===== src/rtl/sd_block_cache_pkg.sv =====
// Shared constants and FSM state encoding for the single-entry SD block cache.
package sd_block_cache_pkg;

  localparam int unsigned ADDR_W = 32;
  localparam int unsigned OFF_W  = 9;
  localparam int unsigned BLK_W  = ADDR_W - OFF_W;

  typedef enum logic [2:0] {
    IDLE    = 3'd0,
    WB_REQ  = 3'd1,
    WB_WAIT = 3'd2,
    RD_REQ  = 3'd3,
    RD_WAIT = 3'd4
  } cache_state_e;

endpackage


===== src/rtl/sd_block_cache_if.sv =====
// Client and SPI-engine signals of the block cache.
//   read/write/addr  client request (master drives)
//   ready/write_ram  hit indications back to the client
//   busy             SPI engine status (master drives)
//   read_spi/write_spi/block  transfer requests to the SPI engine
interface sd_block_cache_if;
  import sd_block_cache_pkg::*;

  logic              read;
  logic              write;
  logic [ADDR_W-1:0] addr;
  logic              busy;
  logic              ready;
  logic              write_ram;
  logic              read_spi;
  logic              write_spi;
  logic [BLK_W-1:0]  block;

  modport master (
    output read, write, addr, busy,
    input  ready, write_ram, read_spi, write_spi, block
  );

  modport slave (
    input  read, write, addr, busy,
    output ready, write_ram, read_spi, write_spi, block
  );

endinterface


===== src/rtl/sd_block_cache.sv =====
// Single-entry write-back cache tracking which 512-byte SD block is held in the
// external block RAM. Misses sequence an optional write-back then a fill.
//   clk    system clock
//   rst_n  asynchronous active-low reset
//   bus    sd_block_cache_if.slave: client request/ready, SPI request/busy
module sd_block_cache
  import sd_block_cache_pkg::*;
(
  input  logic               clk,
  input  logic               rst_n,
  sd_block_cache_if.slave    bus
);

  cache_state_e     state_q, state_d;
  logic [BLK_W-1:0] tag_q, tag_d;
  logic             valid_q, valid_d;
  logic             dirty_q, dirty_d;
  logic             read_spi_q, write_spi_q;
  logic [BLK_W-1:0] addr_blk;
  logic             req;
  logic             hit;
  logic             ready_c;
  logic             write_ram_c;
  logic             unused_off;

  assign addr_blk   = bus.addr[ADDR_W-1:OFF_W];
  assign unused_off = ^bus.addr[OFF_W-1:0];
  assign req        = bus.read | bus.write;
  assign hit        = valid_q & (addr_blk == tag_q);

  // State, tag and strobe registers; strobes follow the next state so they
  // assert the cycle after a miss is sampled.
  always_ff @(posedge clk or negedge rst_n) begin
    if (!rst_n) begin
      state_q     <= IDLE;
      tag_q       <= '0;
      valid_q     <= 1'b0;
      dirty_q     <= 1'b0;
      read_spi_q  <= 1'b0;
      write_spi_q <= 1'b0;
    end else begin
      state_q     <= state_d;
      tag_q       <= tag_d;
      valid_q     <= valid_d;
      dirty_q     <= dirty_d;
      read_spi_q  <= (state_d == RD_REQ);
      write_spi_q <= (state_d == WB_REQ);
    end
  end

  // Next-state and hit decode.
  always_comb begin
    state_d     = state_q;
    tag_d       = tag_q;
    valid_d     = valid_q;
    dirty_d     = dirty_q;
    ready_c     = 1'b0;
    write_ram_c = 1'b0;

    unique case (state_q)
      IDLE: begin
        ready_c     = req & hit;
        write_ram_c = bus.write & hit;
        if (bus.write && hit) begin
          dirty_d = 1'b1;
        end
        if (req && !hit && !bus.busy) begin
          if (valid_q && dirty_q) begin
            state_d = WB_REQ;
          end else begin
            tag_d   = addr_blk;
            state_d = RD_REQ;
          end
        end
      end
      WB_REQ: begin
        if (bus.busy) state_d = WB_WAIT;
      end
      WB_WAIT: begin
        if (!bus.busy) begin
          dirty_d = 1'b0;
          tag_d   = addr_blk;
          state_d = RD_REQ;
        end
      end
      RD_REQ: begin
        if (bus.busy) state_d = RD_WAIT;
      end
      RD_WAIT: begin
        if (!bus.busy) begin
          valid_d = 1'b1;
          dirty_d = 1'b0;
          state_d = IDLE;
        end
      end
      default: state_d = IDLE;
    endcase
  end

  assign bus.ready     = ready_c;
  assign bus.write_ram = write_ram_c;
  assign bus.read_spi  = read_spi_q;
  assign bus.write_spi = write_spi_q;
  // Tag already holds the new block while filling and the old one while writing back.
  assign bus.block     = tag_q;

endmodule


===== src/flat_wrapper.sv =====
// flat-port wrapper written by rule: the top's interface ports become plain ports
module sd_block_cache_flat import sd_block_cache_pkg::*;
  (clk, rst_n, bus_read, bus_write, bus_addr, bus_busy, bus_ready, bus_write_ram, bus_read_spi, bus_write_spi, bus_block);
  sd_block_cache_if bus_i ();
  input  logic clk;
  input  logic rst_n;
  input wire logic [$bits(bus_i.read)-1:0] bus_read;
  input wire logic [$bits(bus_i.write)-1:0] bus_write;
  input wire logic [$bits(bus_i.addr)-1:0] bus_addr;
  input wire logic [$bits(bus_i.busy)-1:0] bus_busy;
  output wire logic [$bits(bus_i.ready)-1:0] bus_ready;
  output wire logic [$bits(bus_i.write_ram)-1:0] bus_write_ram;
  output wire logic [$bits(bus_i.read_spi)-1:0] bus_read_spi;
  output wire logic [$bits(bus_i.write_spi)-1:0] bus_write_spi;
  output wire logic [$bits(bus_i.block)-1:0] bus_block;
  assign bus_i.read = bus_read;
  assign bus_i.write = bus_write;
  assign bus_i.addr = bus_addr;
  assign bus_i.busy = bus_busy;
  assign bus_ready = bus_i.ready;
  assign bus_write_ram = bus_i.write_ram;
  assign bus_read_spi = bus_i.read_spi;
  assign bus_write_spi = bus_i.write_spi;
  assign bus_block = bus_i.block;
  sd_block_cache u_core (.clk(clk), .rst_n(rst_n), .bus(bus_i));
endmodule

===== config.mk =====
export PLATFORM = sky130hd
export DESIGN_NAME = sd_block_cache_flat
export DESIGN_NICKNAME = d
export VERILOG_FILES = /design/src/rtl/sd_block_cache_pkg.sv /design/src/rtl/sd_block_cache_if.sv /design/src/rtl/sd_block_cache.sv /design/src/flat_wrapper.sv
export SDC_FILE = /design/constraint.sdc
export NUM_CORES = 1
export LEC_CHECK = 0
export ABC_AREA = 1
export BUFFER_PORTS_ARGS = -buffer_cell sky130_fd_sc_hd__buf_2
export CAP_MARGIN = 40
export CORE_UTILIZATION = 49
export DETAILED_ROUTE_END_ITERATION = 10
export PLACE_DENSITY = 0.9
export SYNTH_ARGS = -nofsm -noshare
export SYNTH_HDL_FRONTEND = slang
export SYNTH_SLANG_ARGS = --single-unit

===== constraint.sdc =====
create_clock -name clk -period 1.5 [get_ports clk]
set_input_delay 0.15 -clock clk [delete_from_list [all_inputs] [get_ports clk]]
set_output_delay 0.15 -clock clk [all_outputs]
set_load 0.01 [all_outputs]

==> qor.yml <==
yosys:
  avgSynthCellArea_um2: 6.62
  synth_largest_area_cell: "dfrtp_1"
  synth_seq_cells: 30
  synthSimpleGateAreaFrac_pct: 41.9
  synth-xor-area-share_pct: 0.499
  synth_nets: 302
  synthMuxAreaShare_pct: 0
  synth_top_area_share_pct: 42.8
  synth_area_mm2: 0.00175
  yosysWarnings: 0
  synth_fa_ha_area_share_pct: 0
  synth_compound_area_share_pct: 2.71
  synth_cell_types: 22
  synth_top_family_by_area: "simple AND/OR/NAND/NOR gates"
  synthCells: 265
  seq_area_frac_synth_pct: 42.8
  synth.top_cells.by_area: "dfrtp_1, nand2_1, inv_1"
clock_network:
  tritoncts: "yes"
  numCtsBuffers: 5
  path_clk_slew_ns: 0.10
  clk_latency_ns: 0.35
  cts.sinks: 30
  clock_path_buffers: 2
  htree_levels: 2
  cts.root.buffer_cell: "clkbuf_4"
setup_path:
  r2r-start: "u_core.bus.block[3]"
  critPathKind: "flop to primary output"
  cp_data_arrival_time_ns: 1.82
  worstPathRequired_ns: 1.35
  crit_start: "u_core.bus.block[3]"
  path_max_fanout: 4
  endpoint_kind: "primary output"
  startpoint_type: "flop"
sta:
  hold_viol_final: 0
  setup_violations: 30
  finalClockSkew_ns: 0.00371
  report.final.slew_viol_count: 0
  slew_headroom_pct: 53.8
  period_share_pct: 132
  final.min_clock_period_ns: 1.97
  fmax_ghz: 0.506
  worst_pin_slew_ns: 0.694
  rsz0062_at_grt: "true"
  worst_slack_ns: -0.474
placement:
  finalWeightedCongestion: 0.860
  hpwl_mm: 3.10
  numPortBuffers: 54
floorplanning:
  core_area_mm2: 0.00339
  die_h_um: 61.8
  die-area_mm2: 0.00382
  rows: 21
  io_pins: 64
  die_w_um: 61.8
  initial_utilization_pct: 51.8
cells_and_area:
  n_fill_cell: 249
  utilization_pct: 77.2
  multiInputGateArea_um2: 971
  finish.net_count: 393
  ff_latch_area_um2: 751
  num_antenna_cells: 0
  area_delta_synth_final_pct: 49.1
  layout_commonest_cell: "nand2_1"
  drive_above_1_share_pct: 39.5
  final_cell_mix: "nand2_1, buf_2, inv_1"
pwr:
  total_power_mw: 4.63
  max-vdd-ir-drop_v: 0.00101
  p_per_area_mw_per_mm2: 1770
  power.leakage_nw: 1.57
run_status:
  status: "finished with violations"
  violations: "setup timing"
drt:
  drc_errors: 0
  highest_layer: "met4"
  dr_wl_met2_mm: 2.71
  via_count: 2002
  drt_iter0_drc: 113
  drtPass1Iterations: 4
  wl_met1_mm: 2.10
  route.antenna.remaining_nets: 0
  wl_met3_um: 283
  totalWireLength_mm: 5.20
  viasPerCell: 4.97
  wl_per_cell_um: 12.9
global_route:
  track_usage_pct: 27.2
  antenna_found_initial: 0
  grt_pass1_wl_mm: 7.44
  grt_overflow_total: 0
  grt_pass1_vias: 1830
  grt_max_degree: 31
run:
  drv_cap: 0
worst_hold_path:
  holdCritStartpoint: "bus_addr[21]"
  hold_path.class: "input port to flop"
cell families after synthesis:
| group | Yosys count |
|---|---|
| buf+inv | 50 |
| compound gates | 7 |
| xor+xnor | 1 |
| flops | 30 |
| simple gates | 177 |
final timing paths:
path	end	cells past startpoint	slack (ns)
setup / recovery	bus_write_ram	10	-0.47
hold / removal	u_core.bus.block[12]	3	0.01
setup reg to reg	u_core.bus.block[16]	14	-0.35
hold reg to reg	u_core.bus.block[13]	2	0.57
max in group asynchronous	u_core.bus.block[6]	2	0.68
min in group asynchronous	u_core.bus.block[5]	2	0.37
area by class of cell:
class | instances | area share (%)
Multi-Input combinational cell | 188 | 37.1
Sequential cell | 30 | 28.7
Timing Repair Buffer | 87 | 22.6
Inverter | 44 | 6.32
Clock buffer | 8 | 3.01
Tap cell | 46 | 2.20
cell usage after synthesis, drive strengths merged:
library cell,count
nand2,113
inv,44
nor2,37
dfrtp,30
nand3,25
buf,6
a21oi,2
o21ai,2
a211oi,1
nor3,1
o211ai,1
o21bai,1
or2,1
xor2,1
critical path, stage by stage, from the launching register on:
cell,delay (ns)
dfrtp_1,0.41
inv_1,0.05
nand2_1,0.07
nand2_2,0.06
nor2_2,0.12
nand2_1,0.08
nor2_2,0.13
nand3_2,0.08
or2_4,0.25
nor2_1,0.08
buf_2,0.13
registers in the layout, summed over array words and instances (netlist names):
name                  cells
u_core.bus.block         23
u_core.state_q            3
u_core.bus.read_spi       1
u_core.bus.write_spi      1
u_core.dirty_q            1
u_core.valid_q            1
power by group:
group	switching (mW)	leakage [nW]	internal [mW]	total (mW)
logic	1.38	1.16	1.17	2.54
registers	0.300	0.373	1.16	1.46
clock network	0.303	0.0446	0.320	0.623
metrics by stage:
step / setup WS [ns] / area (um^2) / cells / TNS (ns) / hold slack, ns
floorplan: 0.0139 / 1750 / 265 / 0 / -0.146
global placement: -0.0886 / 2190 / 380 / -0.588 / 0.231
detailed placement: -0.115 / 2190 / 380 / -1.25 / 0.222
CTS: -0.439 / 2450 / 398 / -4.45 / 0.0131
global route: -0.573 / 2620 / 403 / -12.92 / 0.00888
finish: -0.474 / 2620 / 403 / -9.50 / 0.0132
routing by layer:
layer,global-route usage [%],up-vias
met4,14.3,0
li1,-,979
met2,49.5,61
met5,0,-
met3,5.59,10
met1,29.7,952
repair_timing:
item / CTS / global route
endpoints found under the setup margin: 25 / 30
pin swaps: 10 / 12
hold endpoints to repair: 30 / 0
cloned: 3 / 1
hold buffers: 1 / 0
setup buffers: 6 / 6
gates resized for setup: 19 / 36
(Power assumes the default switching activity.)
